--- src/rtl/gram_pkg.sv ---
// rtl/gram_pkg.sv - shared state type and result-width helper for the Gram-matrix engine
package gram_pkg;

    typedef enum logic [1:0] {
        LOAD    = 2'd0,
        COMPUTE = 2'd1,
        EMIT    = 2'd2
    } state_t;

    // Wide enough for N products of full-scale operands.
    function automatic int gram_ow(input int n, input int dw);
        return 2 * dw + $clog2(n);
    endfunction

endpackage

--- src/rtl/dot_mac.sv ---
// rtl/dot_mac.sv - single unsigned multiply-accumulate, clear has priority over enable
module dot_mac #(
    parameter int DW = 8,
    parameter int OW = 18
) (
    input  logic          Clock,
    input  logic          clr,
    input  logic          en,
    input  logic [DW-1:0] a,
    input  logic [DW-1:0] b,
    output logic [OW-1:0] acc
);

    logic [2*DW-1:0] prod;

    assign prod = {{DW{1'b0}}, a} * {{DW{1'b0}}, b};

    always_ff @(posedge Clock) begin
        if (clr)
            acc <= '0;
        else if (en)
            acc <= acc + OW'(prod);
    end

endmodule

--- src/rtl/gram_matrix_engine.sv ---
// rtl/gram_matrix_engine.sv - streaming G = A*A^T engine: row beats in, one G entry per beat out
module gram_matrix_engine
    import gram_pkg::*;
#(
    parameter int  N          = 4,
    parameter int  DW         = 8,
    parameter int  UPPER_ONLY = 0,
    localparam int OW         = gram_ow(N, DW),
    localparam int IW         = $clog2(N)
) (
    input  logic            Clock,
    input  logic            Reset,
    input  logic            in_valid,
    output logic            in_ready,
    input  logic [N*DW-1:0] in_row,
    output logic            out_valid,
    input  logic            out_ready,
    output logic [OW-1:0]   out_data,
    output logic [IW-1:0]   out_row,
    output logic [IW-1:0]   out_col,
    output logic            out_last,
    output logic            busy
);

    localparam logic [IW-1:0] LAST = IW'(N - 1);

    state_t        state;
    logic [IW-1:0] rcnt;
    logic [IW-1:0] i;
    logic [IW-1:0] j;
    logic [IW-1:0] k;
    logic [DW-1:0] store [N][N];
    logic          mac_clr;
    logic          mac_en;
    logic [OW-1:0] acc;

    // Accumulator is cleared on every transition into COMPUTE; it then holds the
    // finished sum untouched through EMIT, so it doubles as the output data register.
    assign mac_clr = Reset
                   || (state == LOAD && in_valid && rcnt == LAST)
                   || (state == EMIT && out_ready && !out_last);
    assign mac_en  = (state == COMPUTE);
    assign out_data = acc;

    dot_mac #(
        .DW (DW),
        .OW (OW)
    ) u_mac (
        .Clock (Clock),
        .clr   (mac_clr),
        .en    (mac_en),
        .a     (store[i][k]),
        .b     (store[j][k]),
        .acc   (acc)
    );

    always_ff @(posedge Clock) begin
        if (!Reset && in_valid && in_ready) begin
            for (int c = 0; c < N; c++)
                store[rcnt][c] <= in_row[c*DW +: DW];
        end
    end

    always_ff @(posedge Clock) begin
        if (Reset) begin
            state     <= LOAD;
            in_ready  <= 1'b1;
            out_valid <= 1'b0;
            out_last  <= 1'b0;
            busy      <= 1'b0;
            out_row   <= '0;
            out_col   <= '0;
            rcnt      <= '0;
            i         <= '0;
            j         <= '0;
            k         <= '0;
        end else begin
            case (state)
                LOAD: begin
                    if (in_valid) begin
                        if (rcnt == LAST) begin
                            rcnt     <= '0;
                            i        <= '0;
                            j        <= '0;
                            k        <= '0;
                            in_ready <= 1'b0;
                            busy     <= 1'b1;
                            state    <= COMPUTE;
                        end else begin
                            rcnt <= rcnt + 1'b1;
                        end
                    end
                end
                COMPUTE: begin
                    if (k == LAST) begin
                        k         <= '0;
                        out_row   <= i;
                        out_col   <= j;
                        out_last  <= (i == LAST) && (j == LAST);
                        out_valid <= 1'b1;
                        state     <= EMIT;
                    end else begin
                        k <= k + 1'b1;
                    end
                end
                EMIT: begin
                    if (out_ready) begin
                        out_valid <= 1'b0;
                        out_last  <= 1'b0;
                        if (out_last) begin
                            i        <= '0;
                            j        <= '0;
                            in_ready <= 1'b1;
                            busy     <= 1'b0;
                            state    <= LOAD;
                        end else begin
                            state <= COMPUTE;
                            if (j == LAST) begin
                                j <= (UPPER_ONLY != 0) ? i + 1'b1 : '0;
                                i <= i + 1'b1;
                            end else begin
                                j <= j + 1'b1;
                            end
                        end
                    end
                end
                default: state <= LOAD;
            endcase
        end
    end

endmodule

--- config.mk ---
export PLATFORM = sky130hd
export DESIGN_NAME = gram_matrix_engine
export DESIGN_NICKNAME = d
export VERILOG_FILES = /design/src/rtl/gram_pkg.sv /design/src/rtl/dot_mac.sv /design/src/rtl/gram_matrix_engine.sv
export SDC_FILE = /design/constraint.sdc
export NUM_CORES = 1
export LEC_CHECK = 0
export CORE_UTILIZATION = 45
export CTS_BUF_LIST = sky130_fd_sc_hd__clkbuf_4
export DETAILED_ROUTE_END_ITERATION = 16
export HOLD_SLACK_MARGIN = 0.12
export PLACE_DENSITY = 0.65
export SYNTH_ARGS = -nofsm -noshare
export SYNTH_HDL_FRONTEND = slang
export SYNTH_SLANG_ARGS = --single-unit
--- constraint.sdc ---
create_clock -name Clock -period 7.64 [get_ports Clock]
set_clock_uncertainty 0.1 [all_clocks]
set_input_delay 1.528 -clock Clock [delete_from_list [all_inputs] [get_ports Clock]]
set_output_delay 1.528 -clock Clock [all_outputs]
set_load 0.005 [all_outputs]
==> impl_metrics.prom <==
# TYPE chip_impl_metric gauge
chip_impl_metric{name="syn-cell-area",unit="um2"} 10700
chip_impl_metric{name="buffer_ports.inserted",unit=""} 61
chip_impl_info{name="top_cells_by_area_synth",value="sky130_fd_sc_hd__edfxtp_1 36%, sky130_fd_sc_hd__mux4_2 14%, sky130_fd_sc_hd__fa_1 9.4%"} 1
chip_impl_info{name="worst-setup-path-type",value="flip-flop to flip-flop"} 1
chip_impl_metric{name="dr_total_vias",unit=""} 6835
chip_impl_metric{name="largest_buffer_count_on_any_clock_path",unit=""} 2
chip_impl_metric{name="yosys_register_bits",unit=""} 168
chip_impl_metric{name="yosysWarningCount",unit=""} 0
chip_impl_metric{name="maxSlewHeadroom",unit="%"} 22.3
chip_impl_metric{name="synthDistinctLibCells",unit=""} 47
chip_impl_metric{name="post_cts_resized",unit=""} 0
chip_impl_metric{name="postSynthCellCount",unit=""} 831
chip_impl_metric{name="worstSetupPathDepth",unit=""} 19
chip_impl_metric{name="clock_tree.htree_level_count",unit=""} 4
chip_impl_metric{name="cp_data_arrival_time",unit="ns"} 6.71
chip_impl_metric{name="clock_insertion_delay_worst_skew",unit="ns"} 0.61
chip_impl_metric{name="stdcell_area",unit="um2"} 11800
chip_impl_metric{name="wirelength",unit="um"} 22400
chip_impl_metric{name="fin_ws",unit="ns"} 1.33
chip_impl_metric{name="fillerInstances",unit=""} 1948
chip_impl_metric{name="critical_path_required",unit="ns"} 8.04
chip_impl_metric{name="grt_antenna_before_repair",unit=""} 1
chip_impl_info{name="cp-start-kind",value="flip-flop"} 1
chip_impl_metric{name="worst-slew-pin-transition",unit="ns"} 1.16
chip_impl_metric{name="sequential_cell_area",unit="um2"} 4650
chip_impl_metric{name="highest_clock_frequency_the_design_can_meet",unit="MHz"} 159
chip_impl_metric{name="cp_slowest_stage_delay",unit="ns"} 0.74
chip_impl_metric{name="reg2reg_setup_slack",unit="ns"} 1.33
chip_impl_metric{name="power.density",unit="nW/um2"} 175
chip_impl_info{name="outcome",value="complete, no violations"} 1
chip_impl_metric{name="multiInputGateArea",unit="um2"} 5420
chip_impl_info{name="timing.critical_path.slowest_stage_cell",value="sky130_fd_sc_hd__dfxtp_2"} 1
chip_impl_metric{name="route.antenna.remaining_nets",unit=""} 0
chip_impl_metric{name="setup-violations-final",unit=""} 0
chip_impl_metric{name="row_count",unit=""} 55
chip_impl_metric{name="grt_start_max_net_pins",unit=""} 131
chip_impl_metric{name="overflow",unit=""} 0
chip_impl_metric{name="floorplan.die.width",unit="um"} 156
chip_impl_metric{name="ys_async_sr_fraction",unit="%"} 0
chip_impl_metric{name="vias_in_the_first_global_route",unit=""} 6685
chip_impl_info{name="rsz_0062_raised_after_global_routing",value="false"} 1
chip_impl_metric{name="cts.reportedPaths.clkPinSlew",unit="ns"} 0.18
chip_impl_metric{name="number_of_synthesized_flops_with_an_enable_pin",unit=""} 128
chip_impl_metric{name="area_growth_syn_to_layout",unit="%"} 10.9
chip_impl_metric{name="floorplan.core_area",unit="um2"} 22900
chip_impl_metric{name="detailed_route_drc_error_count",unit=""} 0
chip_impl_metric{name="tritoncts.num_buffers",unit=""} 17
chip_impl_metric{name="tritoncts_num_sinks",unit=""} 168
chip_impl_metric{name="cp_max_fo",unit=""} 17
chip_impl_metric{name="detail_route.iter0.violations",unit=""} 799
chip_impl_info{name="crit_path_cell_trace",value="buf_4 > mux4_2 > mux2i_4 > nor3_1 > a31oi_1 > fa_1 > inv_1 > fa_1 > inv_1 > fa_1 > fa_1 > inv_1 > ha_1 > a21o_1 > a311oi_1 > nor2_1 > a32oi_1 > mux2i_1 > nand2_1"} 1
chip_impl_info{name="library_cell_with_the_largest_summed_area_after_synthesis",value="sky130_fd_sc_hd__edfxtp_1"} 1
chip_impl_metric{name="fp.dieArea",unit="um2"} 24300
chip_impl_info{name="worstHoldPathType",value="flip-flop to flip-flop"} 1
chip_impl_metric{name="timing_hold_violations_final",unit=""} 0
chip_impl_metric{name="final.min_clock_period",unit="ns"} 6.31
chip_impl_metric{name="hpwl_after_detailed_placement",unit="um"} 15800
chip_impl_metric{name="top_level_ports",unit=""} 62
chip_impl_metric{name="worstHoldPathCells",unit=""} 2
chip_impl_metric{name="ctsHoldBuffers",unit=""} 0
chip_impl_metric{name="grt_use_total",unit="%"} 19.6
chip_impl_metric{name="average_cell_area_after_synthesis",unit="um2"} 12.8
chip_impl_metric{name="ys_seq_area_share",unit="%"} 43.6
chip_impl_metric{name="floorplan.initialDensity",unit="%"} 46.5
chip_impl_metric{name="worst_ir_drop_vdd",unit="uV"} 102
chip_impl_info{name="yosysMostFrequentCell",value="sky130_fd_sc_hd__edfxtp_1"} 1
chip_impl_metric{name="report.power.total",unit="W"} 0.00207
chip_impl_info{name="ctsRootBufferMaster",value="sky130_fd_sc_hd__clkbuf_4"} 1
chip_impl_info{name="critical_path.most_common_cell",value="sky130_fd_sc_hd__fa_1"} 1
chip_impl_metric{name="cellLeakagePower",unit="nW"} 4.12
chip_impl_metric{name="grt_pass1_wl",unit="um"} 36100
chip_impl_info{name="netlist_top_cells_count",value="128 x sky130_fd_sc_hd__edfxtp_1, 101 x sky130_fd_sc_hd__inv_1, 64 x sky130_fd_sc_hd__mux4_2"} 1
chip_impl_metric{name="max_cap_viol_count",unit=""} 0
chip_impl_metric{name="mappedNetlistNets",unit=""} 964
chip_impl_metric{name="layout.nets",unit=""} 1012
chip_impl_info{name="cts_tree",value="done"} 1
chip_impl_metric{name="drt_pre_antenna_iters",unit=""} 6
chip_impl_metric{name="die_height",unit="um"} 156
chip_impl_metric{name="accumulated_negative_setup_slack",unit="ns"} 0
chip_impl_metric{name="timing.final.crit_share",unit="%"} 82.6
chip_impl_metric{name="gp_congestion",unit=""} 0.827
chip_impl_info{name="critical_path.endpoint_type",value="flip-flop"} 1
chip_impl_metric{name="number_of_max_slew_violations_in_the_final_report",unit=""} 0
chip_impl_info{name="cpLargestDelayFamily",value="adder cells"} 1
chip_impl_metric{name="cts.repair_timing.setup_buffer_count",unit=""} 0
chip_impl_metric{name="drive_gt1_share",unit="%"} 16.5
chip_impl_metric{name="critical_path_buf_inv_count",unit=""} 4
chip_impl_metric{name="dp_slack",unit="ns"} 1.33
chip_impl_metric{name="synthDominantCellAreaShare",unit="%"} 36.0
chip_impl_info{name="synth_flop_cell",value="sky130_fd_sc_hd__edfxtp_1"} 1
chip_impl_metric{name="routed_wire_length_per_instance",unit="um"} 18.6
chip_impl_metric{name="ff2ff_path_depth",unit=""} 19
chip_impl_metric{name="post_drt_via_cell_ratio",unit=""} 5.67
chip_impl_metric{name="placed_area",unit="um2"} 11500
==> report_power, final <==
| part | switching [W] | leakage, nW | internal [W] |
|---|---|---|---|
| clock network | 0.000364 | 0.149 | 0.000148 |
| logic | 0.000317 | 2.48 | 0.000232 |
| registers | 0.00000859 | 1.49 | 0.00100 |
| total | 0.000690 | 4.12 | 0.00138 |
==> cells in the final DEF (no fill, tap or decap), types with 17 or more instances in the layout <==
master	n
sky130_fd_sc_hd__edfxtp_1	128
sky130_fd_sc_hd__inv_1	101
sky130_fd_sc_hd__mux4_2	64
sky130_fd_sc_hd__clkdlybuf4s50_1	61
sky130_fd_sc_hd__fa_1	50
sky130_fd_sc_hd__nand3_1	49
sky130_fd_sc_hd__ha_1	47
sky130_fd_sc_hd__o31ai_1	43
sky130_fd_sc_hd__a21oi_1	43
sky130_fd_sc_hd__dfxtp_1	36
sky130_fd_sc_hd__nand2_1	34
sky130_fd_sc_hd__nor2_1	29
sky130_fd_sc_hd__nor3_1	28
sky130_fd_sc_hd__a31oi_1	25
sky130_fd_sc_hd__clkbuf_4	17
==> state kept, by name, summed over array words and instances (netlist names), named ones only <==
register   cells
store        128
u_mac.acc     18
i              2
j              2
k              2
out_col        2
out_row        2
rcnt           2
state          2
busy           1
in_ready       1
out_last       1
out_valid      1
==> routing by layer <==
layer  track usage (%)  routed length [um]
met1              26.6                9840
met4              5.46                 273
met2              31.8               10800
met3              4.06                1500
met5                 0                   0
==> layout make-up <==
class                   count  area share [%]
multi-input cells         519            45.9
flip-flops and latches    168            39.3
repair buffers             72            5.86
well taps                 313            3.31
inverters                 101            3.21
clock inverters            15            1.31
clock buffers              17            1.08
diodes                      1          0.0212
==> worst paths after layout <==
path / from / endpoint
worst max-delay path: flip-flop / u_mac.acc[16]$_SDFFE_PP0P_
worst min-delay path: out_col[0]$_SDFFE_PP0P_ / out_col[0]$_SDFFE_PP0P_
worst max register to register: flip-flop / u_mac.acc[16]$_SDFFE_PP0P_
worst min register to register: out_col[0]$_SDFFE_PP0P_ / out_col[0]$_SDFFE_PP0P_
==> logic make-up after synthesis <==
kind of cell | count (synthesis) | share of synthesized area, %
AO/OA/AOI/OAI | 149 | 8.98
XOR/XNOR | 8 | 0.657
adder cells (fa/ha/maj) | 97 | 14.9
buffers and inverters | 144 | 5.62
flip-flops | 168 | 43.6
multiplexers | 99 | 18.9
AND/OR/NAND/NOR | 166 | 7.42
==> through the flow <==
stage / util, % / std cells / hold slack [ns]
after global routing: 51.6 / 1206 / 0.396
after floorplan: - / 831 / 0.353
after global placement: 50.4 / 1173 / 0.344
after CTS: 51.6 / 1205 / 0.368
after detailed placement: 50.4 / 1173 / 0.348
final: 51.6 / 1206 / 0.369
==> tightest hold or removal path, stage by stage (launching register included) <==
cell and delay, ns:
sky130_fd_sc_hd__dfxtp_1 0.34, sky130_fd_sc_hd__nand2_1 0.05, sky130_fd_sc_hd__a21oi_1 0.05
No activity file was read; power rests on OpenSTA's default activity.
